File: src/rtl/button_pulse_gen.sv
// button_pulse_gen: conditions raw up/down push-buttons into clean single-cycle
// increment/decrement pulses with optional auto-repeat. Each button passes through
// a 2-flop synchronizer and a debouncer; a shared FSM turns the debounced levels
// into registered pulses, each followed by at least one low cycle.
module button_pulse_gen #(
    parameter int unsigned CNT_W           = 24,
    parameter int unsigned DEBOUNCE_CYCLES = 50000,
    parameter int unsigned REPEAT_DELAY    = 5000000,
    parameter int unsigned REPEAT_PERIOD   = 2000000
) (
    input  logic clk_i,
    input  logic rst_ni,
    input  logic btn_up_i,
    input  logic btn_dn_i,
    input  logic repeat_en_i,
    output logic incr_o,
    output logic decr_o,
    output logic up_db_o,
    output logic dn_db_o
);

    // Terminal counts, precomputed at timer width.
    localparam logic [CNT_W-1:0] DB_LAST  = CNT_W'(DEBOUNCE_CYCLES - 1);
    localparam logic [CNT_W-1:0] DLY_LAST = CNT_W'(REPEAT_DELAY - 1);
    localparam logic [CNT_W-1:0] PER_LAST = CNT_W'(REPEAT_PERIOD - 1);

    localparam logic [2:0] S_IDLE    = 3'd0;
    localparam logic [2:0] S_HOLD_UP = 3'd1;
    localparam logic [2:0] S_HOLD_DN = 3'd2;
    localparam logic [2:0] S_REP_UP  = 3'd3;
    localparam logic [2:0] S_REP_DN  = 3'd4;
    localparam logic [2:0] S_BLOCKED = 3'd5;

    logic             r_up_meta;
    logic             r_up_sync;
    logic             r_dn_meta;
    logic             r_dn_sync;
    logic [CNT_W-1:0] r_up_cnt;
    logic [CNT_W-1:0] r_dn_cnt;
    logic             r_up_stable;
    logic             r_dn_stable;
    logic [2:0]       r_state;
    logic [CNT_W-1:0] r_timer;
    logic             r_incr;
    logic             r_decr;

    logic [2:0]       w_state_d;
    logic [CNT_W-1:0] w_timer_d;
    logic             w_incr_d;
    logic             w_decr_d;

    // Two-flop synchronizers for both raw buttons.
    always_ff @(posedge clk_i) begin
        if (!rst_ni) begin
            r_up_meta <= 1'b0;
            r_up_sync <= 1'b0;
            r_dn_meta <= 1'b0;
            r_dn_sync <= 1'b0;
        end else begin
            r_up_meta <= btn_up_i;
            r_up_sync <= r_up_meta;
            r_dn_meta <= btn_dn_i;
            r_dn_sync <= r_dn_meta;
        end
    end

    // Up debouncer: stable level flips only after DEBOUNCE_CYCLES consecutive differences.
    always_ff @(posedge clk_i) begin
        if (!rst_ni) begin
            r_up_cnt    <= '0;
            r_up_stable <= 1'b0;
        end else if (r_up_sync == r_up_stable) begin
            r_up_cnt <= '0;
        end else if (r_up_cnt == DB_LAST) begin
            r_up_stable <= r_up_sync;
            r_up_cnt    <= '0;
        end else begin
            r_up_cnt <= r_up_cnt + CNT_W'(1);
        end
    end

    // Down debouncer, identical to the up path.
    always_ff @(posedge clk_i) begin
        if (!rst_ni) begin
            r_dn_cnt    <= '0;
            r_dn_stable <= 1'b0;
        end else if (r_dn_sync == r_dn_stable) begin
            r_dn_cnt <= '0;
        end else if (r_dn_cnt == DB_LAST) begin
            r_dn_stable <= r_dn_sync;
            r_dn_cnt    <= '0;
        end else begin
            r_dn_cnt <= r_dn_cnt + CNT_W'(1);
        end
    end

    // Press / auto-repeat FSM next-state and pulse decode.
    always_comb begin
        w_state_d = r_state;
        w_timer_d = r_timer;
        w_incr_d  = 1'b0;
        w_decr_d  = 1'b0;
        case (r_state)
            S_IDLE: begin
                w_timer_d = '0;
                if (r_up_stable && r_dn_stable) begin
                    w_state_d = S_BLOCKED;
                end else if (r_up_stable) begin
                    w_incr_d  = 1'b1;
                    w_state_d = S_HOLD_UP;
                end else if (r_dn_stable) begin
                    w_decr_d  = 1'b1;
                    w_state_d = S_HOLD_DN;
                end
            end
            S_HOLD_UP, S_REP_UP: begin
                // A second button always wins over release so a conflict can't leak a pulse.
                if (r_dn_stable) begin
                    w_state_d = S_BLOCKED;
                    w_timer_d = '0;
                end else if (!r_up_stable) begin
                    w_state_d = S_IDLE;
                    w_timer_d = '0;
                end else if (!repeat_en_i) begin
                    w_timer_d = '0;
                end else if ((r_state == S_HOLD_UP && r_timer == DLY_LAST) ||
                             (r_state == S_REP_UP && r_timer == PER_LAST)) begin
                    w_incr_d  = 1'b1;
                    w_timer_d = '0;
                    w_state_d = S_REP_UP;
                end else begin
                    w_timer_d = r_timer + CNT_W'(1);
                end
            end
            S_HOLD_DN, S_REP_DN: begin
                if (r_up_stable) begin
                    w_state_d = S_BLOCKED;
                    w_timer_d = '0;
                end else if (!r_dn_stable) begin
                    w_state_d = S_IDLE;
                    w_timer_d = '0;
                end else if (!repeat_en_i) begin
                    w_timer_d = '0;
                end else if ((r_state == S_HOLD_DN && r_timer == DLY_LAST) ||
                             (r_state == S_REP_DN && r_timer == PER_LAST)) begin
                    w_decr_d  = 1'b1;
                    w_timer_d = '0;
                    w_state_d = S_REP_DN;
                end else begin
                    w_timer_d = r_timer + CNT_W'(1);
                end
            end
            S_BLOCKED: begin
                w_timer_d = '0;
                if (!r_up_stable && !r_dn_stable) begin
                    w_state_d = S_IDLE;
                end
            end
            default: begin
                w_state_d = S_IDLE;
                w_timer_d = '0;
            end
        endcase
    end

    // FSM state, repeat timer and registered pulse outputs.
    always_ff @(posedge clk_i) begin
        if (!rst_ni) begin
            r_state <= S_IDLE;
            r_timer <= '0;
            r_incr  <= 1'b0;
            r_decr  <= 1'b0;
        end else begin
            r_state <= w_state_d;
            r_timer <= w_timer_d;
            r_incr  <= w_incr_d;
            r_decr  <= w_decr_d;
        end
    end

    assign incr_o  = r_incr;
    assign decr_o  = r_decr;
    assign up_db_o = r_up_stable;
    assign dn_db_o = r_dn_stable;

endmodule

File: config.mk
export PLATFORM = sky130hd
export DESIGN_NAME = button_pulse_gen
export DESIGN_NICKNAME = d
export VERILOG_FILES = /design/src/rtl/button_pulse_gen.sv
export SDC_FILE = /design/constraint.sdc
export NUM_CORES = 1
export LEC_CHECK = 0
export CORE_ASPECT_RATIO = 1.5
export CORE_MARGIN = 1.5
export CORE_UTILIZATION = 60
export DETAILED_ROUTE_END_ITERATION = 16
export GPL_TIMING_DRIVEN = 0
export PLACE_DENSITY = 0.77
export SLEW_MARGIN = 30
export SYNTH_ARGS = -nofsm -noshare
export SYNTH_HDL_FRONTEND = slang
export SYNTH_SLANG_ARGS = --single-unit
File: constraint.sdc
create_clock -name clk_i -period 2.3 [get_ports clk_i]
set_clock_uncertainty 0.15 [all_clocks]
set_input_delay 0.575 -clock clk_i [delete_from_list [all_inputs] [get_ports clk_i]]
set_output_delay 0.575 -clock clk_i [all_outputs]
set_load 0.02 [all_outputs]
After elaboration in Yosys (flattened, before gate mapping)
Cells that the tools add are included.
- register bits: 83
- input port bits: 5
- output and inout bits: 4
- word-level logic and storage cells: 90
- mux-type cells: 37
- bitwise logic cells: 3
- equality and inequality tests: 17
- reduce and logical (&&, ||, !) cells: 18
- $add $sub $neg: 3
- operator list (kind ; count):
    $mux W24 ; 8
    $add A24 B1 Y24 const B ; 3
    $eq A24 B16 Y1 const B ; 2
    $pmux W24 S2 ; 1
    $mux W3 ; 12
    $eq A24 B21 Y1 const B ; 1
    $eq A24 B23 Y1 const B ; 1
    $ne A4 B4 Y1 const B ; 5
    $mux W1 ; 13
    $pmux W3 S4 ; 1
    $eq A3 B2 Y1 const B ; 2
    $eq A3 B3 Y1 const B ; 2
    $logic_and A1 B1 Y1 ; 6
    $reduce_and A6 Y1 ; 1
    $reduce_or A3 Y1 ; 2
    $pmux W1 S2 ; 2
    $reduce_and A2 Y1 ; 2
    $reduce_or A2 Y1 ; 2
    $eq A3 B1 Y1 const B ; 1
    $logic_not A3 Y1 ; 1
    $not A1 Y1 ; 3
    $eq A1 B1 Y1 ; 2
    $logic_not A1 Y1 ; 2
    $logic_or A1 B1 Y1 ; 2
    $ne A2 B2 Y1 const B ; 1

Logic depth before layout (Yosys ltp)
Gate-level depths: netlist (run 1).
- depth after elaboration: 8
- depth in mapped cells: 8
- depth with buffers taken out: 6

Worst setup path after synthesis (run 1)
No wires, ideal clock.
- path kind: register to register
- start point: register r_timer[14]
- end point: register r_timer[21]
- required time: 2.035 ns
- stages on the path, launching flop included: 7
- arrival: 1.765 ns
- setup slack: 0.270 ns
- library setup time: 0.115 ns
- clock period less this slack: 2.030 ns
- cells stage by stage: dfxtp_1 > or4b_4 > nor4_1 > o2111ai_1 > a22oi_4 > buf_6 > nor2_2
- word-level cells in the longest chain between the ends: 8
- elaborated cells between the ends (all ways): 18
- classes of those cells: add/sub (1); eq/ne (2); mux (9); reduce/logical (6)
- ends and longest elaborated chain (what ; line ; RTL):
    start: declaration ; 43 ; logic [CNT_W-1:0] r_timer;
    start signal: assignment ; 175 ; r_timer <= w_timer_d;
    parallel branches: the longest is 7 deep, another holds $add A24 B1 Y24 ; n/a ;
    $pmux W24 S2 * ; 103 ; case (r_state)
Every way passes the cells marked *.
A chain may end at the register's enable or synchronous reset.

Worst setup path after layout (run 1)
- start point: register r_timer[9]
- end point: register r_timer[18]
Same word-level chain as after synthesis.

==> run_results.csv, run 1 <==
group,metric,value,unit
run_status,outcome,"finished, final reports clean",
placed_design,placed_area,4050,sq um
placed_design,place_inst,525,
global_route,grt_usage,24.1,%
global_route,grt_pass1_wl,13000,microns
placed_design,dp_hpwl,5390,microns
routing,drtPass1Iterations,4,
placed_design,dp_slack,-0.271,ns
routing,drc,0,
job,maxCapViolCount,0,
global_route,grt_max_degree,13,
finish,final_cells,541,
synth,synthTopCellsByArea,"dfxtp_1, xnor2_1, xor2_1, nor2_1, nand3_1",
power_and_ir_drop,ir_drop,0.454,mV
setup_path,cp.required,2.39,ns
cts,cts.sinks,83,
floorplan,die_y,102,microns
routing,routed_wl,7740,microns
synth,post_synth_and_or_nand_nor_area_fraction,32.9,%
finish,final_nets,471,
sta,fin_crit,2.23,ns
sta,fmax,449,MHz
finish,drive_above_1_share,13.5,%
cts,clk_path_buf_depth,2,
synth,synth_compound_area_share,3.51,%
floorplan,die_w,68.7,microns
synth,synth_nets,451,
setup_path,path_class,"register to register",
setup_path,timing.rr.start,"r_timer[9]$_SDFF_PN0_",
cts,cts_buffers,9,
synth,ys_ff_latch,83,
global_route,overflow,0,
worst_hold_path,hold_end,"r_dn_sync$_SDFF_PN0_",
synth,synthAdderAreaFrac,0.967,%
global_route,top_usage_layer,"met2",
floorplan,io_pins,9,
setup_path,cpMaxStageDelayCell,"or4b_4",
synth,avgSynthCellArea,8.76,sq um
synth,synth_cell_types,47,
sta,period_share,96.9,%
cts,h-tree-depth,3,
synth,synth_area,3880,sq um
setup_path,path_cells,"or4b_4 > nor4_2 > o21ai_2 > a22oi_4 > buf_6 > nor2_2",
synth,synth_mux_area_share,0.774,%
sta,tightest_slew,0.813,ns
routing,wl_per_cell,14.3,microns
synth,synth_top_family_by_area,"simple AND/OR/NAND/NOR gates",
finish,diodes,0,
routing,drt_iter0_drc,204,
finish,area_growth,11.0,%
global_route,use_met3,4.33,%
global_route,grt_pass1_vias,2956,
cts,cts_tree,"done",
global_route,antenna_found_initial,0,
global_route,use_met2,44.7,%
routing,vias_per_cell,5.77,
sta,layout_setup_ws,0.0718,ns
power_and_ir_drop,p_per_area,573,nW/um^2
finish,final_util,69.3,%
floorplan,start_util,62.4,%
sta,slew_viol_final,0,
floorplan,dieArea,6970,sq um
sta,final_hold_viol_count,0,
placed_design,gp_congestion,0.829,
setup_path,reg2reg_depth,6,
global_route,use_met1,25.9,%
synth,yosysSeqAreaShare,42.8,%
worst_hold_path,min-delay-start,"r_dn_meta$_SDFF_PN0_",
setup_path,r2r_slack,0.07,ns
finish,fillers,498,
worst_hold_path,min_path_cells,1,
power_and_ir_drop,total_leakage_power,0.00132,uW
floorplan,rows,35,
synth,synth_area_leader_cell,"dfxtp_1",
finish,final_area,4310,sq um
placed_design,place.port_buffers,8,
setup_path,path_max_fanout,10,
synth,synth_warnings,0,
sta,relSlewSlack,45.4,%
setup_path,worstPathArrival,2.32,ns
setup_path,rr_endpoint,"r_timer[18]$_SDFF_PN0_",
floorplan,coreArea,6220,sq um
routing,num_vias,3121,
sta,setup-violations-final,0,
synth,synthXorXnorAreaFrac,15.8,%
setup_path,start_kind,"register",
cts,clk_transition_reported_paths,0.08,ns
setup_path,cp-end-kind,"register",
routing,ant_nets,0,
cts,clk-insertion-delay-late,0.35,ns
synth,synth_cells,443,
cts,root_buffer,"clkbuf_8",
worst_hold_path,worstHoldPathType,"register to register",
synth,synth.top_cell.area_share,42.8,%
setup_path,cpPeakStageDelay,0.54,ns
-- per-layer routing --
metal | up-vias | share of wire (%)
met5 | - | 0
met4 | 0 | 2.2
met3 | 17 | 2.2
met2 | 45 | 55
met1 | 1501 | 41
li1 | 1558 | -
-- worst max-delay path by stage --
| stage | cells after the start | startpoint | to | slack (ns) |
|---|---|---|---|---|
| 3_3_place_gp | 6 | rst_ni | r_up_cnt[18]$_SDFF_PP0_ | -0.22 |
| 2_1_floorplan | 6 | r_timer[14]$_SDFF_PN0_ | r_timer[21]$_SDFF_PN0_ | 0.27 |
| 3_5_place_dp | 6 | rst_ni | r_up_cnt[18]$_SDFF_PP0_ | -0.27 |
| 5_1_grt | 6 | r_timer[14]$_SDFF_PN0_ | r_timer[21]$_SDFF_PN0_ | -0.03 |
| 6_report | 6 | r_timer[9]$_SDFF_PN0_ | r_timer[18]$_SDFF_PN0_ | 0.07 |
| 4_1_cts | 8 | r_up_cnt[0]$_SDFF_PP0_ | r_up_cnt[14]$_SDFF_PP0_ | 0.008 |
-- cell usage in the layout (no fill, tap or decap), drive strengths merged, types with 2 or more instances in the layout --
master and n:
a21oi 4, a22oi 2, and2 7, and3 12, and4 7, buf 8, clkbuf 19, clkdlybuf4s50 7
clkinv 2, dfxtp 83, ha 3, inv 13, mux2i 3, nand2 21, nand3 30, nand4 18
nand4bb 2, nor2 92, nor2b 4, nor3 12, nor4 20, o2111ai 2, o21a 2, o21ai 5
or3 2, or3b 2, or4 2, xnor2 35, xor2 35
-- worst max-delay path: cells and delay by family, from the launching register on --
family          cells  cell delay (ns)
compound gates      2             0.44
buf+inv             1             0.22
flops               1             0.40
simple gates        3             0.91
-- final cells by class --
class / instances / area (sq um) / area share, %
Clock buffer: 12 / 135 / 3.14
Sequential cell: 83 / 1660 / 38.6
Timing Repair Buffer: 9 / 90.1 / 2.09
Clock inverter: 3 / 40.0 / 0.929
Tap cell: 74 / 92.6 / 2.15
Inverter: 13 / 48.8 / 1.13
Multi-Input combinational cell: 333 / 2160 / 50.1
Buffer: 14 / 78.8 / 1.83
-- what timing repair did --
item,4_1_cts,5_1_grt
resized for setup,2,15
hold buffers,0,0
buffers inserted,0,1
pin swaps,0,2
setup endpoints to repair,20,61
-- through the flow --
step                      hold WS (ns)  setup TNS [ns]  power [uW]
after global routing             0.310          -0.418        2550
after floorplan                  0.262               0        1490
after global placement           0.265           -9.33        1500
after CTS                        0.293               0        2470
final                            0.289               0        2470
after detailed placement         0.274          -11.02        1500
-- logic make-up after synthesis --
logic type                 count (synthesis)
xor gates and xnor gates                  70
muxes                                      3
buffers and inverters                     27
adders and majority gates                  3
and+or+nand+nor                          238
DFF                                       83
AOI/OAI and AO/OA                         19
-- report_power, final --
| part | switching [uW] | internal, uW | total (uW) |
|---|---|---|---|
| Combinational | 15.7 | 12.0 | 27.7 |
| Clock | 506 | 495 | 1000 |
| Sequential | 2.62 | 1440 | 1440 |
| Total | 524 | 1950 | 2470 |
-- cell usage after synthesis, drive strengths merged --
cell type and instances:
buf 7, a211oi 1, and4 7, nand4bb 2
or4bb 1, and2 7, or3b 2, or2 1
inv 13, a22oi 2, o2111ai 2, dfxtp 83
nand2 21, and3 12, o21ai 5, or4b 1
o41ai 1, nand4 18, o211ai 1, clkbuf 7
xnor2 35, ha 3, nor4 20, a31oi 1
mux2i 3, xor2 35, nor2 92, nor2b 4
a21oi 4, or3 2, nand3b 1, nor3 12
o21a 2, nor3b 1, and4bb 1, nand3 30
or4 2, nand4b 1
-- state kept, by name, indices dropped and copies added (netlist names), 3 cells and up --
signal and count:
r_timer 24, r_up_cnt 24, r_state 3, r_dn_cnt 24
(Power assumes the default switching activity.)
==> run 2, diff against run 1 <==
--- a/config.mk
+++ b/config.mk
@@ -7,10 +7,10 @@
 export LEC_CHECK = 0
 export CORE_ASPECT_RATIO = 1.5
 export CORE_MARGIN = 1.5
-export CORE_UTILIZATION = 60
+export CORE_UTILIZATION = 52
 export DETAILED_ROUTE_END_ITERATION = 16
 export GPL_TIMING_DRIVEN = 0
-export PLACE_DENSITY = 0.77
+export PLACE_DENSITY = 0.69
 export SLEW_MARGIN = 30
 export SYNTH_ARGS = -nofsm -noshare
 export SYNTH_HDL_FRONTEND = slang
==> run 2 against run 1 <==
Net effect: count of clock-buffer cells in the layout increased by 2; fmax decreased by 0.87%; cell count increased by 4.8%; register-to-register slack got worse by 0.02 ns; core utilization decreased by 8.6 points; non-clock buffer count unchanged; critical path type unchanged; largest power group unchanged; highest routed layer unchanged.
==> run_results.csv, run 2 (synthesis gave the netlist of run 1 again) <==
group,metric,value,unit
run_status,outcome,"finished, final reports clean",
cts,cts_buffers,9,
cts,cts_tree,"done",
finish,diodes,0,
power_and_ir_drop,ir_drop,0.483,mV
cts,clk_transition_reported_paths,0.08,ns
global_route,antenna_found_initial,0,
global_route,grt_max_degree,13,
power_and_ir_drop,swShare,19.9,%
floorplan,coreArea,7230,sq um
routing,drc,0,
setup_path,reg2reg_depth,6,
floorplan,rows,38,
floorplan,die_w,73.5,microns
finish,final_nets,471,
worst_hold_path,min_path_cells,1,
floorplan,die_y,109,microns
job,maxCapViolCount,0,
placed_design,place.port_buffers,8,
sta,layout_setup_ws,0.0523,ns
placed_design,dp_slack,-0.325,ns
global_route,grt_pass1_vias,2869,
setup_path,cp-end-kind,"register",
power_and_ir_drop,p_sw,512,uW
placed_design,gp_congestion,0.835,
finish,final_util,60.7,%
setup_path,cp.required,2.41,ns
routing,drt_iter0_drc,137,
floorplan,dieArea,8000,sq um
power_and_ir_drop,pwr-share-clk,43.0,%
setup_path,start_kind,"register",
sta,period_share,97.7,%
finish,top_regs,"r_dn_cnt x24, r_timer x24, r_up_cnt x24",
sta,fin_crit,2.25,ns
setup_path,path_max_fanout,10,
floorplan,io_pins,9,
cts,cts.sinks,83,
routing,wl_per_cell,13.1,microns
finish,drive_above_1_share,14.1,%
global_route,overflow,0,
sta,slew_viol_final,0,
worst_hold_path,worstHoldPathType,"register to register",
sta,final_hold_viol_count,0,
finish,most-common-layout-cells,"dfxtp_1, nor2_1, xor2_1, xnor2_1, nand3_1",
sta,relSlewSlack,46.4,%
power_and_ir_drop,seq_power_share,55.9,%
floorplan,start_util,53.7,%
sta,setup-violations-final,0,
routing,drtPass1Iterations,4,
cts,clk-insertion-delay-late,0.36,ns
finish,area_growth,13.0,%
setup_path,worstPathArrival,2.36,ns
power_and_ir_drop,p_comb_share,1.1,%
power_and_ir_drop,p_per_area,588,nW/um^2
routing,num_vias,3047,
cts,clk_path_buf_depth,2,
sta,rsz0062_at_grt,"true",
global_route,grt_usage,19.9,%
finish,layout_commonest_cell,"dfxtp_1",
routing,routed_wl,7430,microns
sta,fmax,445,MHz
routing,ant_nets,0,
placed_design,place_inst,551,
placed_design,dp_hpwl,5330,microns
global_route,grt_pass1_wl,12200,microns
cts,root_buffer,"clkbuf_8",
cts,h-tree-depth,3,
sta,whs,0.289,ns
power_and_ir_drop,p_int,2070,uW
routing,vias_per_cell,5.37,
power_and_ir_drop,total_leakage_power,0.00134,uW
finish,final_cells,567,
sta,tightest_slew,0.797,ns
setup_path,path_class,"register to register",
[run 2: cell count changes in the layout (fill, tap and decap cells not counted), moves of 2 or more]
cell / previous run / this run
clkinv_2: 2 / 0
clkbuf_1: 8 / 6
clkbuf_8: 9 / 13
buf_2: 4 / 6
clkbuf_2: 2 / 0
[run 2: power by group through the flow]
stage          registers (uW)  logic, uW  clock network, uW
2_1_floorplan            1480       14.3                  0
3_3_place_gp             1480       27.1                  0
3_5_place_dp             1480       27.5                  0
4_1_cts                  1440       27.7               1140
5_1_grt                  1440       30.7               1180
6_report                 1440       27.1               1110
[run 2: area by class of cell]
type / count / area (sq um)
Inverter: 13 / 48.8
Fill cell: 667 / 2840
Sequential cell: 83 / 1660
Clock buffer: 14 / 183
Clock inverter: 1 / 30.0
Buffer: 14 / 82.6
Timing Repair Buffer: 9 / 90.1
Multi-Input combinational cell: 333 / 2160
Tap cell: 100 / 125
[run 2: worst paths after layout]
check / startpoint / end / slack [ns]
max: r_timer[11]$_SDFF_PN0_ / r_timer[23]$_SDFF_PN0_ / 0.05
min: r_dn_meta$_SDFF_PN0_ / r_dn_sync$_SDFF_PN0_ / 0.29
max reg2reg: r_timer[11]$_SDFF_PN0_ / r_timer[23]$_SDFF_PN0_ / 0.05
min reg2reg: r_dn_meta$_SDFF_PN0_ / r_dn_sync$_SDFF_PN0_ / 0.29
[run 2: per-stage QoR]
step	area, sq um	TNS (ns)	total power [uW]
floorplan	3880	0	1490
global placement	4090	-9.66	1500
detailed placement	4090	-11.92	1500
CTS	4310	0	2610
global route	4390	-0.233	2660
finish	4390	0	2580
[run 2: layer usage]
| metal | GRT usage [%] | up-vias | part of all wire (%) |
|---|---|---|---|
| met3 | 3.70 | 14 | 2.1 |
| li1 | - | 1560 | - |
| met1 | 20.0 | 1438 | 41 |
| met2 | 36.6 | 35 | 54 |
| met5 | 0 | - | 0 |
| met4 | 12.7 | 0 | 2.9 |
[run 2: worst max-delay path: stages (launching register included)]
cell and delay, ns:
dfxtp_1 0.38, or4b_4 0.60, nor4_2 0.30, o2111ai_2 0.19
a22oi_4 0.28, buf_6 0.21, nor2_2 0.05
[run 2: timing repair]
action                                 CTS  global route
hold buffers                             0             0
setup endpoints to repair               29            61
endpoints found under the hold margin    0             0
setup buffers                            0             1
pin swaps                                0             1
gates resized for setup                  2            18
